--- src/rtl/pipe_ctrl_pkg.sv ---
// Shared constants for the Y86 pipeline control unit: instruction codes,
// register and status encodings, FSM states and the control bundle type.
package pipe_ctrl_pkg;

    localparam int BYTE_W = 8;
    localparam int STAT_W = 3;

    localparam logic [BYTE_W-1:0] IHALT   = 8'h0;
    localparam logic [BYTE_W-1:0] IMRMOVL = 8'h5;
    localparam logic [BYTE_W-1:0] IJXX    = 8'h7;
    localparam logic [BYTE_W-1:0] IRET    = 8'h9;
    localparam logic [BYTE_W-1:0] IPOPL   = 8'hB;

    localparam logic [3:0] RNONE = 4'hF;

    localparam logic [STAT_W-1:0] SAOK = 3'd1;
    localparam logic [STAT_W-1:0] SHLT = 3'd2;
    localparam logic [STAT_W-1:0] SADR = 3'd3;
    localparam logic [STAT_W-1:0] SINS = 3'd4;

    localparam logic [1:0] ST_RUN   = 2'd0;
    localparam logic [1:0] ST_DRAIN = 2'd1;
    localparam logic [1:0] ST_HALT  = 2'd2;

    typedef struct packed {
        logic f_stall;
        logic d_stall;
        logic d_bubble;
        logic e_bubble;
        logic m_bubble;
        logic w_stall;
        logic set_cc;
        logic halted;
    } ctrl_t;

    // Instructions whose result arrives from memory (valM) and can cause load/use
    function automatic logic is_load(input logic [BYTE_W-1:0] icode);
        return (icode == IMRMOVL) || (icode == IPOPL);
    endfunction

endpackage

--- src/rtl/pipe_ctrl_sat_counter.sv ---
// Free-running up counter that sticks at all-ones instead of wrapping.
module sat_counter
    import pipe_ctrl_pkg::*;
#(
    parameter int CNT_W = 32
)
(
    input  logic             clk,
    input  logic             rst,
    input  logic             inc,
    output logic [CNT_W-1:0] count
);

    // Count up on inc, holding once every bit is set
    always_ff @(posedge clk or negedge rst) begin
        if (!rst) begin
            count <= '0;
        end else if (inc && (count != {CNT_W{1'b1}})) begin
            count <= count + CNT_W'(1);
        end
    end

endmodule

--- src/rtl/pipe_ctrl.sv ---
// Pipeline control for the five-stage Y86 core: hazard stalls/bubbles,
// ret sequencing, exception drain/halt and performance counters.
module pipe_ctrl
    import pipe_ctrl_pkg::*;
#(
    parameter int CNT_W = 32
)
(
    input  logic              clk,
    input  logic              rst,
    input  logic [BYTE_W-1:0] D_icode_i,
    input  logic [3:0]        d_srcA_i,
    input  logic [3:0]        d_srcB_i,
    input  logic [BYTE_W-1:0] E_icode_i,
    input  logic [3:0]        E_dstM_i,
    input  logic              e_Cnd_i,
    input  logic [STAT_W-1:0] m_stat_i,
    input  logic [STAT_W-1:0] W_stat_i,
    output logic              F_stall_o,
    output logic              D_stall_o,
    output logic              D_bubble_o,
    output logic              E_bubble_o,
    output logic              M_bubble_o,
    output logic              W_stall_o,
    output logic              set_cc_o,
    output logic              halted_o,
    output logic [CNT_W-1:0]  cyc_cnt_o,
    output logic [CNT_W-1:0]  stall_cnt_o,
    output logic [CNT_W-1:0]  bubble_cnt_o
);

    logic [1:0] state;
    logic [1:0] ret_cnt;
    logic       lu;
    logic       mp;
    logic       rd;
    logic       ret_act;
    logic       stat_ok;
    ctrl_t      ctrl;

    // The ret counter stands in for tracking the ret through E, M and W
    assign lu = is_load(E_icode_i) && (E_dstM_i != RNONE) &&
                ((E_dstM_i == d_srcA_i) || (E_dstM_i == d_srcB_i));
    assign mp      = (E_icode_i == IJXX) && !e_Cnd_i;
    assign rd      = (D_icode_i == IRET);
    assign ret_act = rd || (ret_cnt != 2'd0);
    assign stat_ok = (m_stat_i == SAOK) && (W_stat_i == SAOK);

    // Decode the control bundle from state and hazards; reset forces a clean pipe
    always_comb begin
        ctrl = '0;
        if (!rst) begin
            ctrl.d_bubble = 1'b1;
            ctrl.e_bubble = 1'b1;
        end else begin
            case (state)
                ST_HALT: begin
                    ctrl.f_stall  = 1'b1;
                    ctrl.d_stall  = 1'b1;
                    ctrl.w_stall  = 1'b1;
                    ctrl.m_bubble = 1'b1;
                    ctrl.halted   = 1'b1;
                end
                ST_DRAIN: begin
                    ctrl.f_stall  = 1'b1;
                    ctrl.d_stall  = lu;
                    ctrl.d_bubble = mp || (!lu && ret_act);
                    ctrl.e_bubble = mp || lu;
                    ctrl.m_bubble = 1'b1;
                end
                default: begin
                    ctrl.f_stall  = lu || ret_act;
                    ctrl.d_stall  = lu;
                    ctrl.d_bubble = mp || (!lu && ret_act);
                    ctrl.e_bubble = mp || lu;
                    ctrl.set_cc   = stat_ok;
                end
            endcase
        end
    end

    assign F_stall_o  = ctrl.f_stall;
    assign D_stall_o  = ctrl.d_stall;
    assign D_bubble_o = ctrl.d_bubble;
    assign E_bubble_o = ctrl.e_bubble;
    assign M_bubble_o = ctrl.m_bubble;
    assign W_stall_o  = ctrl.w_stall;
    assign set_cc_o   = ctrl.set_cc;
    assign halted_o   = ctrl.halted;

    // Exception FSM: drain once M reports a fault, halt when it reaches W
    always_ff @(posedge clk or negedge rst) begin
        if (!rst) begin
            state <= ST_RUN;
        end else begin
            case (state)
                ST_RUN:   if (m_stat_i != SAOK) state <= ST_DRAIN;
                ST_DRAIN: if (W_stat_i != SAOK) state <= ST_HALT;
                ST_HALT:  state <= ST_HALT;
                default:  state <= ST_RUN;
            endcase
        end
    end

    // Track the ret past D; a mispredict squashes it and halt freezes it
    always_ff @(posedge clk or negedge rst) begin
        if (!rst) begin
            ret_cnt <= 2'd0;
        end else if (state == ST_HALT) begin
            ret_cnt <= ret_cnt;
        end else if (mp) begin
            ret_cnt <= 2'd0;
        end else if (rd && !lu && (state == ST_RUN)) begin
            ret_cnt <= 2'd2;
        end else if (ret_cnt != 2'd0) begin
            ret_cnt <= ret_cnt - 2'd1;
        end
    end

    sat_counter #(.CNT_W(CNT_W)) u_cyc_cnt (
        .clk   (clk),
        .rst   (rst),
        .inc   (state != ST_HALT),
        .count (cyc_cnt_o)
    );

    sat_counter #(.CNT_W(CNT_W)) u_stall_cnt (
        .clk   (clk),
        .rst   (rst),
        .inc   ((state == ST_RUN) && ctrl.f_stall),
        .count (stall_cnt_o)
    );

    sat_counter #(.CNT_W(CNT_W)) u_bubble_cnt (
        .clk   (clk),
        .rst   (rst),
        .inc   ((state == ST_RUN) && (ctrl.d_bubble || ctrl.e_bubble)),
        .count (bubble_cnt_o)
    );

endmodule

--- config.mk ---
export PLATFORM = sky130hd
export DESIGN_NAME = pipe_ctrl
export DESIGN_NICKNAME = d
export VERILOG_FILES = /design/src/rtl/pipe_ctrl_pkg.sv /design/src/rtl/pipe_ctrl_sat_counter.sv /design/src/rtl/pipe_ctrl.sv
export SDC_FILE = /design/constraint.sdc
export NUM_CORES = 1
export LEC_CHECK = 0
export CORE_UTILIZATION = 39
export CTS_CLUSTER_DIAMETER = 200
export DETAILED_ROUTE_END_ITERATION = 10
export HOLD_SLACK_MARGIN = 0.05
export PLACE_DENSITY = 0.71
export SYNTH_ARGS = -nofsm -noshare
export SYNTH_HDL_FRONTEND = slang
export SYNTH_SLANG_ARGS = --single-unit
--- constraint.sdc ---
create_clock -name clk -period 2.2 [get_ports clk]
set_input_delay 0.66 -clock clk [delete_from_list [all_inputs] [get_ports clk]]
set_output_delay 0.66 -clock clk [all_outputs]
set_load 0.05 [all_outputs]
**Word level (Yosys, flattened, before mapping)**

Cells that the tools add are included.

- Flip-flop bits (word level): 100
- Input bits: 37
- Output and inout bits: 104
- Logic and storage cells: 70

- Add/sub/neg operators: 4
- Equality and inequality tests: 19
- Mux-type cells: 14
- Bitwise operators: 1
- Reductions and logical operators: 27

Operator list:

| cell | count |
|---|---|
| 32-bit by 1-bit adder with 32-bit output, second input constant | 3 |
| 32-bit inequality test, second input constant | 3 |
| 8-bit by 3-bit == test with 1-bit output, second input constant | 2 |
| 8-bit by 4-bit == test with 1-bit output, second input constant | 2 |
| 2-bit 2-to-1 mux | 8 |
| 1-bit logical AND | 12 |
| 4-bit == test | 2 |
| 1-bit logical OR | 7 |
| 3-bit by 1-bit == test with 1-bit output, second input constant | 2 |
| 2-bit inequality test, second input constant | 3 |
| 3-bit by 1-bit inequality test with 1-bit output, second input constant | 2 |
| 2-bit one-hot mux with 3 select lines | 1 |
| 4-bit 2-to-1 mux | 1 |
| 4-bit inequality test, second input constant | 1 |
| 2-bit one-hot mux with 2 select lines | 1 |
| 2-bit AND reduction | 2 |
| 1-bit 2-to-1 mux | 3 |
| 3-bit nonzero test | 1 |
| 2-bit by 1-bit == test with 1-bit output, second input constant | 1 |
| 2-bit == test, second input constant | 1 |
| 1-bit logical NOT | 2 |
| 2-bit logical NOT | 1 |
| 2-bit nonzero test | 1 |
| 2-bit OR reduction | 1 |
| 2 further kinds | 2 |

**Depth between registers and ports, before layout**

Gate-level depths: netlist (run 1).

- Depth in word-level cells: 12
- Depth in mapped cells: 10
- Depth with buffers taken out: 8

**Modules after synthesis**

Synthesis (run 1) repeated with hierarchy kept, for this count alone.

- Cell total of the unflattened synthesis: 523
- Area, all modules: 5437.7 µm²

Modules (own cells, without submodules):

| module | instances | cells an instance | area an instance (µm²) | seq. area each (µm²) |
|---|---|---|---|---|
| sat_counter | 3 | 151 | 1624.1 | 800.8 |
| pipe_ctrl | 1 | 70 | 565.5 | 100.1 |

**Worst setup path before layout (run 1)**

No wires, ideal clock.

- Kind: input to output
- From: input port D_icode_i[5]
- To: output port D_bubble_o
- Arrival time: 2.265 ns
- Path slack: -0.725 ns
- Stages on the path: 4
- Path buffers: 0
- Path through: or4_1 -> o21ai_1 -> nand2b_1 -> a31oi_1

- Cells in the longest elaborated chain, start to end: 6

RTL lines:

| item | line | text |
|---|---|---|
| start: declaration | pipe_ctrl.sv:11 | `input logic [BYTE_W-1:0] D_icode_i,` |
| 8-bit by 4-bit == test with 1-bit output | pipe_ctrl.sv:45 | `assign rd = (D_icode_i == IRET);` |
| 1-bit logical OR | pipe_ctrl.sv:46 | `assign ret_act = rd \|\| (ret_cnt != 2'd0);` |
| 1-bit logical AND | pipe_ctrl.sv:67, pipe_ctrl.sv:74 |  |
| 1-bit logical OR | pipe_ctrl.sv:67, pipe_ctrl.sv:74 |  |
| 2-bit 2-to-1 mux | -- |  |
| 2-bit 2-to-1 mux | pipe_ctrl.sv:52 | `if (!rst) begin` |
| end: declaration | pipe_ctrl.sv:21 | `output logic D_bubble_o,` |

No other way between the ends.

**Final worst setup path (run 1)**

- From: input port D_icode_i[7]
- To: output port D_bubble_o

Same word-level chain as after synthesis.

==> results.sh, run 1 <==
export IMPL_final_cell_mix="130 x buf_4, 60 x dfrtp_1, 53 x xor2_1"
export IMPL_seqCellArea_um2=2552
export IMPL_critPathMaxFanout=2
export IMPL_drt_iter0_drc=397
export IMPL_skew_ns=0.008393
export IMPL_synth_area_um2=5361
export IMPL_setup_viol=36
export IMPL_cts_hold_buf=0
export IMPL_grt_pass1_vias=4984
export IMPL_path_class="in -> out"
export IMPL_start_kind="input port"
export IMPL_vias=5025
export IMPL_period_needed_ns=2.616
export IMPL_violations="negative setup slack"
export IMPL_route_detailed_drc=0
export IMPL_seq_area_frac_synth=0.4667
export IMPL_tns_ns=-6.235
export IMPL_met3RoutedLength_um=933
export IMPL_avgSynthCellArea_um2=10.17
export IMPL_worstReg2RegStart="ret_cnt[0]$_DFFE_PN0P_"
export IMPL_drive_above_1_share=0.4784
export IMPL_core_area_um2=13350
export IMPL_wl_met2_um=8094
export IMPL_grt_pass1_wl_um=25150
export IMPL_finalCritPeriodShare=1.189
export IMPL_tritoncts="done"
export IMPL_grt_max_degree=81
export IMPL_wirelength_um=15910
export IMPL_crit_arrival_ns=1.96
export IMPL_wl_met1_um=6609
export IMPL_cts_reportedPaths_clkPinSlew_ns=0.06
export IMPL_multi_input_area_um2=3515
export IMPL_max_cap_viol_count=0
export IMPL_cts_sinks=100
export IMPL_ys_warn_count=0
export IMPL_insertion_delay_ns=0.36
export IMPL_fin_hold_ws_ns=0.2524
export IMPL_startpoint="D_icode_i[7]"
export IMPL_io_pins=141
export IMPL_wire_per_inst_um=17.34
export IMPL_hold_viol=0
export IMPL_fin_cells=918
export IMPL_die_h_um=119.3
export IMPL_cts_root_buf="clkbuf_16"
export IMPL_rsz0062_at_grt="yes"
export IMPL_status="complete, but fails checks"
export IMPL_async_flop_share=1.000
export IMPL_synth_seq_cells=100
export IMPL_p_leak_nw=4.006
export IMPL_syn_inst=527
export IMPL_holdCritPathClass="in -> async"
export IMPL_antenna_found_initial=0
export IMPL_synth_edf_count=0
export IMPL_layout_nets=782
export IMPL_grtUsageTotal=0.2225
export IMPL_io_buffer_count=140
export IMPL_num_rows=42
export IMPL_layout_commonest_cell="buf_4"
export IMPL_dr_pass1_iters=5
export IMPL_worst_pin_slew_ns=0.5391
export IMPL_synth_cell_types=54
export IMPL_n_fill_cell=1060
export IMPL_dieWidth_um=119.3
export IMPL_clock_fmax_ghz=0.3822
export IMPL_ir_drop_mv=0.6097
export IMPL_cts_buffers_inserted=9
export IMPL_initial_core_util=0.4017
export IMPL_cts_path_max_buffers=2
export IMPL_total_power_mw=7.317
export IMPL_report_final_slew_viol_count=0
export IMPL_power_per_cell_area_nw_per_um2=853.8
export IMPL_relSlewSlack=0.6373
export IMPL_cp_end_kind="primary output"
export IMPL_grt_overflow=0
export IMPL_final_setup_worst_slack_ns=-0.4161
export IMPL_synth_ff_type="dfrtp_1"
export IMPL_worstPathRequired_ns=1.54
export IMPL_dp_hpwl_um=10450
export IMPL_area_growth_pct=59.84
export IMPL_place_inst=887
export IMPL_vias_per_cell=5.474
export IMPL_h_tree_depth=3
export IMPL_drtAntennaViolNets=0
export IMPL_place_congestion=0.8387
export IMPL_diodes=0
export IMPL_dieArea_um2=14220
export IMPL_synth_nets=571
export IMPL_topRoutingLayerUsed="met4"
-- Yosys cell counts, drive strengths merged (2+ instances only) --
master,instances,area share
and3,6,0.0070
nand3,42,0.039
nor2,35,0.025
o21a,4,0.0056
o211ai,2,0.0037
nand4,33,0.042
nand4b,2,0.0033
mux2i,2,0.0037
nor3b,6,0.0093
o21ai,6,0.0056
or4b,2,0.0037
buf,7,0.0070
and2,10,0.012
nand2,49,0.035
nor3,35,0.035
clkbuf,6,0.0042
a21oi,2,0.0019
inv,14,0.0098
xnor2,42,0.069
or3,2,0.0023
or2,4,0.0047
nor4,19,0.037
and4,9,0.015
a31oi,3,0.0035
xor2,55,0.090
nand2b,2,0.0023
nor2b,3,0.0035
mux2,4,0.0084
nor4b,4,0.012
ha,7,0.016
dfrtp,100,0.47
-- final timing paths --
path | to | slack, ns | cells after the start
worst max register to register | u_stall_cnt.count[14]$_DFFE_PN0P_ | -0.14 | 13
worst min-delay path | ret_cnt[0]$_DFFE_PN0P_ | 0.25 | 2
worst min register to register | u_stall_cnt.count[17]$_DFFE_PN0P_ | 0.49 | 1
max in group asynchronous | u_bubble_cnt.count[18]$_DFFE_PN0P_ | 1.22 | 3
min in group clk | u_stall_cnt.count[17]$_DFFE_PN0P_ | 0.49 | 1
worst max-delay path | D_bubble_o | -0.42 | 6
-- through the flow --
stage	util	setup WS (ns)	area, µm²
after global placement	0.5524	-0.8240	7373
final	0.6420	-0.4161	8569
after detailed placement	0.5524	-0.8572	7373
after global routing	0.6420	-0.4364	8569
after CTS	0.6160	-0.4380	8223
after floorplan	-	-0.2474	5483
-- power by group --
part	internal, mW	total, mW	switching [mW]
logic	1.45	3.42	1.97
registers	2.06	2.31	0.250
clock network	0.873	1.58	0.710
-- metal layers --
layer,track usage,vias up
li1,-,2295
met5,0,-
met4,0.09731,0
met2,0.3732,190
met3,0.03784,22
met1,0.2808,2518
-- critical path: stages --
cell	delay (ns)
buf_6	0.09
or4_4	0.56
o21ai_4	0.20
nand2b_4	0.08
a31oi_4	0.18
buf_6	0.18
-- registers in the layout, summed over array words and instances (netlist names) --
signal              flops
u_bubble_cnt.count     32
ret_cnt                 2
u_stall_cnt.count      32
state                   2
u_cyc_cnt.count        32
-- layout make-up --
type / count / area share
tap: 176 / 0.02570
clock inverter: 5 / 0.006424
timing repair buffer: 213 / 0.2270
inverter: 14 / 0.006132
clock buffer: 10 / 0.02672
multi-input combinational: 400 / 0.4101
sequential: 100 / 0.2979
-- logic make-up (layout without fill, tap and decap cells) --
family	count (synthesis)	after routing	synth area share
XOR/XNOR	97	97	0.1585
adder cells (fa/ha/maj)	7	7	0.01634
AO/OA/AOI/OAI	21	21	0.02871
flip-flops	100	100	0.4667
multiplexers	6	6	0.01213
buffers and inverters	27	242	0.02100
AND/OR/NAND/NOR	269	269	0.2966
-- repair_timing --
action,in CTS,in global routing
buffers inserted,9,8
resized for setup,230,63
gates cloned,3,0
setup endpoints to repair,83,66
pin swaps,64,61
endpoints found under the hold margin,0,0
No activity file was read; power rests on OpenSTA's default activity.
==> run 2, diff against run 1 <==
Settings changed: RECOVER_POWER set to 50.
==> results.sh, run 2 (synthesized netlist as in run 1, its figures left out) <==
export IMPL_startpoint="D_icode_i[7]"
export IMPL_antenna_found_initial=0
export IMPL_insertion_delay_ns=0.36
export IMPL_holdCritPathClass="in -> async"
export IMPL_finalCritPeriodShare=1.190
export IMPL_worstPathRequired_ns=1.54
export IMPL_initial_core_util=0.4017
export IMPL_start_kind="input port"
export IMPL_worst_pin_slew_ns=1.123
export IMPL_power_per_cell_area_nw_per_um2=860.8
export IMPL_crit_arrival_ns=1.96
export IMPL_clock_fmax_ghz=0.3819
export IMPL_dp_hpwl_um=10450
export IMPL_multi_input_area_um2=3515
export IMPL_dpl_cell_area_um2=7373
export IMPL_place_congestion=0.8387
export IMPL_reg2regPathDepth=13
export IMPL_cts_hold_buf=0
export IMPL_drt_iter0_drc=408
export IMPL_grt_pass1_vias=4984
export IMPL_num_rows=42
export IMPL_skew_ns=0.008562
export IMPL_dr_pass1_iters=5
export IMPL_core_area_um2=13350
export IMPL_route_detailed_drc=0
export IMPL_drtAntennaViolNets=0
export IMPL_top_regs="u_bubble_cnt.count: 32 flops, u_cyc_cnt.count: 32 flops, u_stall_cnt.count: 32 flops"
export IMPL_hold_viol=0
export IMPL_path_class="in -> out"
export IMPL_wirelength_um=15910
export IMPL_place_inst=887
export IMPL_final_cell_mix="102 x buf_4, 64 x dfrtp_1, 53 x xor2_1"
export IMPL_ir_drop_mv=0.6035
export IMPL_io_buffer_count=140
export IMPL_dieArea_um2=14220
export IMPL_p_leak_nw=3.887
export IMPL_fin_cells=918
export IMPL_worstReg2RegStart="ret_cnt[0]$_DFFE_PN0P_"
export IMPL_relSlewSlack=0.2514
export IMPL_seqCellArea_um2=2547
export IMPL_use_met1=0.2808
export IMPL_cts_sinks=100
export IMPL_period_needed_ns=2.618
export IMPL_max_cap_viol_count=0
export IMPL_vias_per_cell=5.487
export IMPL_wire_per_inst_um=17.33
export IMPL_rsz0062_at_grt="yes"
export IMPL_area_growth_pct=57.32
export IMPL_final_setup_worst_slack_ns=-0.4183
export IMPL_layout_nets=782
export IMPL_critPathCapture="D_bubble_o"
export IMPL_status="complete, but fails checks"
export IMPL_grtUsageTotal=0.2225
export IMPL_diodes=0
export IMPL_top_usage_layer="met2"
export IMPL_n_fill_cell=1101
export IMPL_grt_max_degree=81
export IMPL_vias=5037
export IMPL_h_tree_depth=3
export IMPL_critPathMaxFanout=2
export IMPL_die_h_um=119.3
export IMPL_cp_end_kind="primary output"
export IMPL_timing_rr_end="u_stall_cnt.count[14]$_DFFE_PN0P_"
export IMPL_use_met3=0.03784
export IMPL_cts_root_buf="clkbuf_16"
export IMPL_setup_viol=38
export IMPL_pre_cts_ws_ns=-0.8572
export IMPL_grt_pass1_wl_um=25150
export IMPL_violations="negative setup slack"
export IMPL_cts_buffers_inserted=9
export IMPL_report_final_slew_viol_count=0
export IMPL_regToRegSetupSlack_ns=-0.14
export IMPL_final_area_um2=8434
export IMPL_tritoncts="done"
export IMPL_dieWidth_um=119.3
export IMPL_drive_above_1_share=0.4353
export IMPL_io_pins=141
export IMPL_cts_path_max_buffers=2
export IMPL_layout_commonest_cell="buf_4"
export IMPL_total_power_mw=7.260
export IMPL_fin_hold_ws_ns=0.3618
export IMPL_grt_overflow=0
export IMPL_met2_usage=0.3732
export IMPL_cts_reportedPaths_clkPinSlew_ns=0.07
[run 2: critical path, cell delays in order]
cell      delay (ns)
buf_6           0.09
or4_4           0.56
o21ai_4         0.20
nand2b_4        0.08
a31oi_4         0.18
buf_6           0.18
[run 2: where the power goes]
part           leakage (nW)  switching, mW  total [mW]  internal (mW)
Sequential             1.27          0.249        2.31           2.06
Clock                 0.134          0.711        1.58          0.873
Combinational          2.48           1.97        3.37           1.40
[run 2: metal layers]
metal / share of wire / wire [µm] / up-vias
li1: - / - / 2291
met1: 0.41 / 6561 / 2520
met2: 0.51 / 8159 / 203
met3: 0.057 / 899 / 23
met4: 0.018 / 286 / 0
met5: 0 / 0 / -
[run 2: stage by stage]
step	util	setup TNS [ns]
after CTS	0.6160	-6.422
final	0.6319	-8.052
after global placement	0.5524	-45.63
after floorplan	-	-0.8434
after detailed placement	0.5524	-48.74
after global routing	0.6319	-11.58
[run 2: area by class of cell]
class,instances,share of cell area
clock inverter,5,0.006527
sequential,100,0.3020
multi-input combinational,400,0.4167
timing repair buffer,213,0.2152
tap,176,0.02611
inverter,14,0.006231
clock buffer,10,0.02715
[run 2: worst min-delay path by stage]
| stage | to | depth (start not counted) |
|---|---|---|
| global route | u_cyc_cnt.count[0]$_DFFE_PN0P_ | 2 |
| detailed placement | u_stall_cnt.count[17]$_DFFE_PN0P_ | 1 |
| floorplan | ret_cnt[0]$_DFFE_PN0P_ | 0 |
| finish | u_cyc_cnt.count[2]$_DFFE_PN0P_ | 2 |
| CTS | ret_cnt[1]$_DFFE_PN0P_ | 2 |
| global placement | u_stall_cnt.count[17]$_DFFE_PN0P_ | 1 |
[run 2: repair_timing]
item / in CTS / in global routing
resized for setup: 230 / 63
setup endpoints to repair: 83 / 66
setup buffers: 9 / 8
pin swaps: 64 / 61
hold endpoints to repair: 0 / 0
cloned: 3 / 0
==> run 3, diff against run 2 <==
Settings changed: CTS_CLUSTER_DIAMETER 200 to 40.
==> results of run 3 <==
No change in the layout: final DEF, timing and power equal those of run 2.
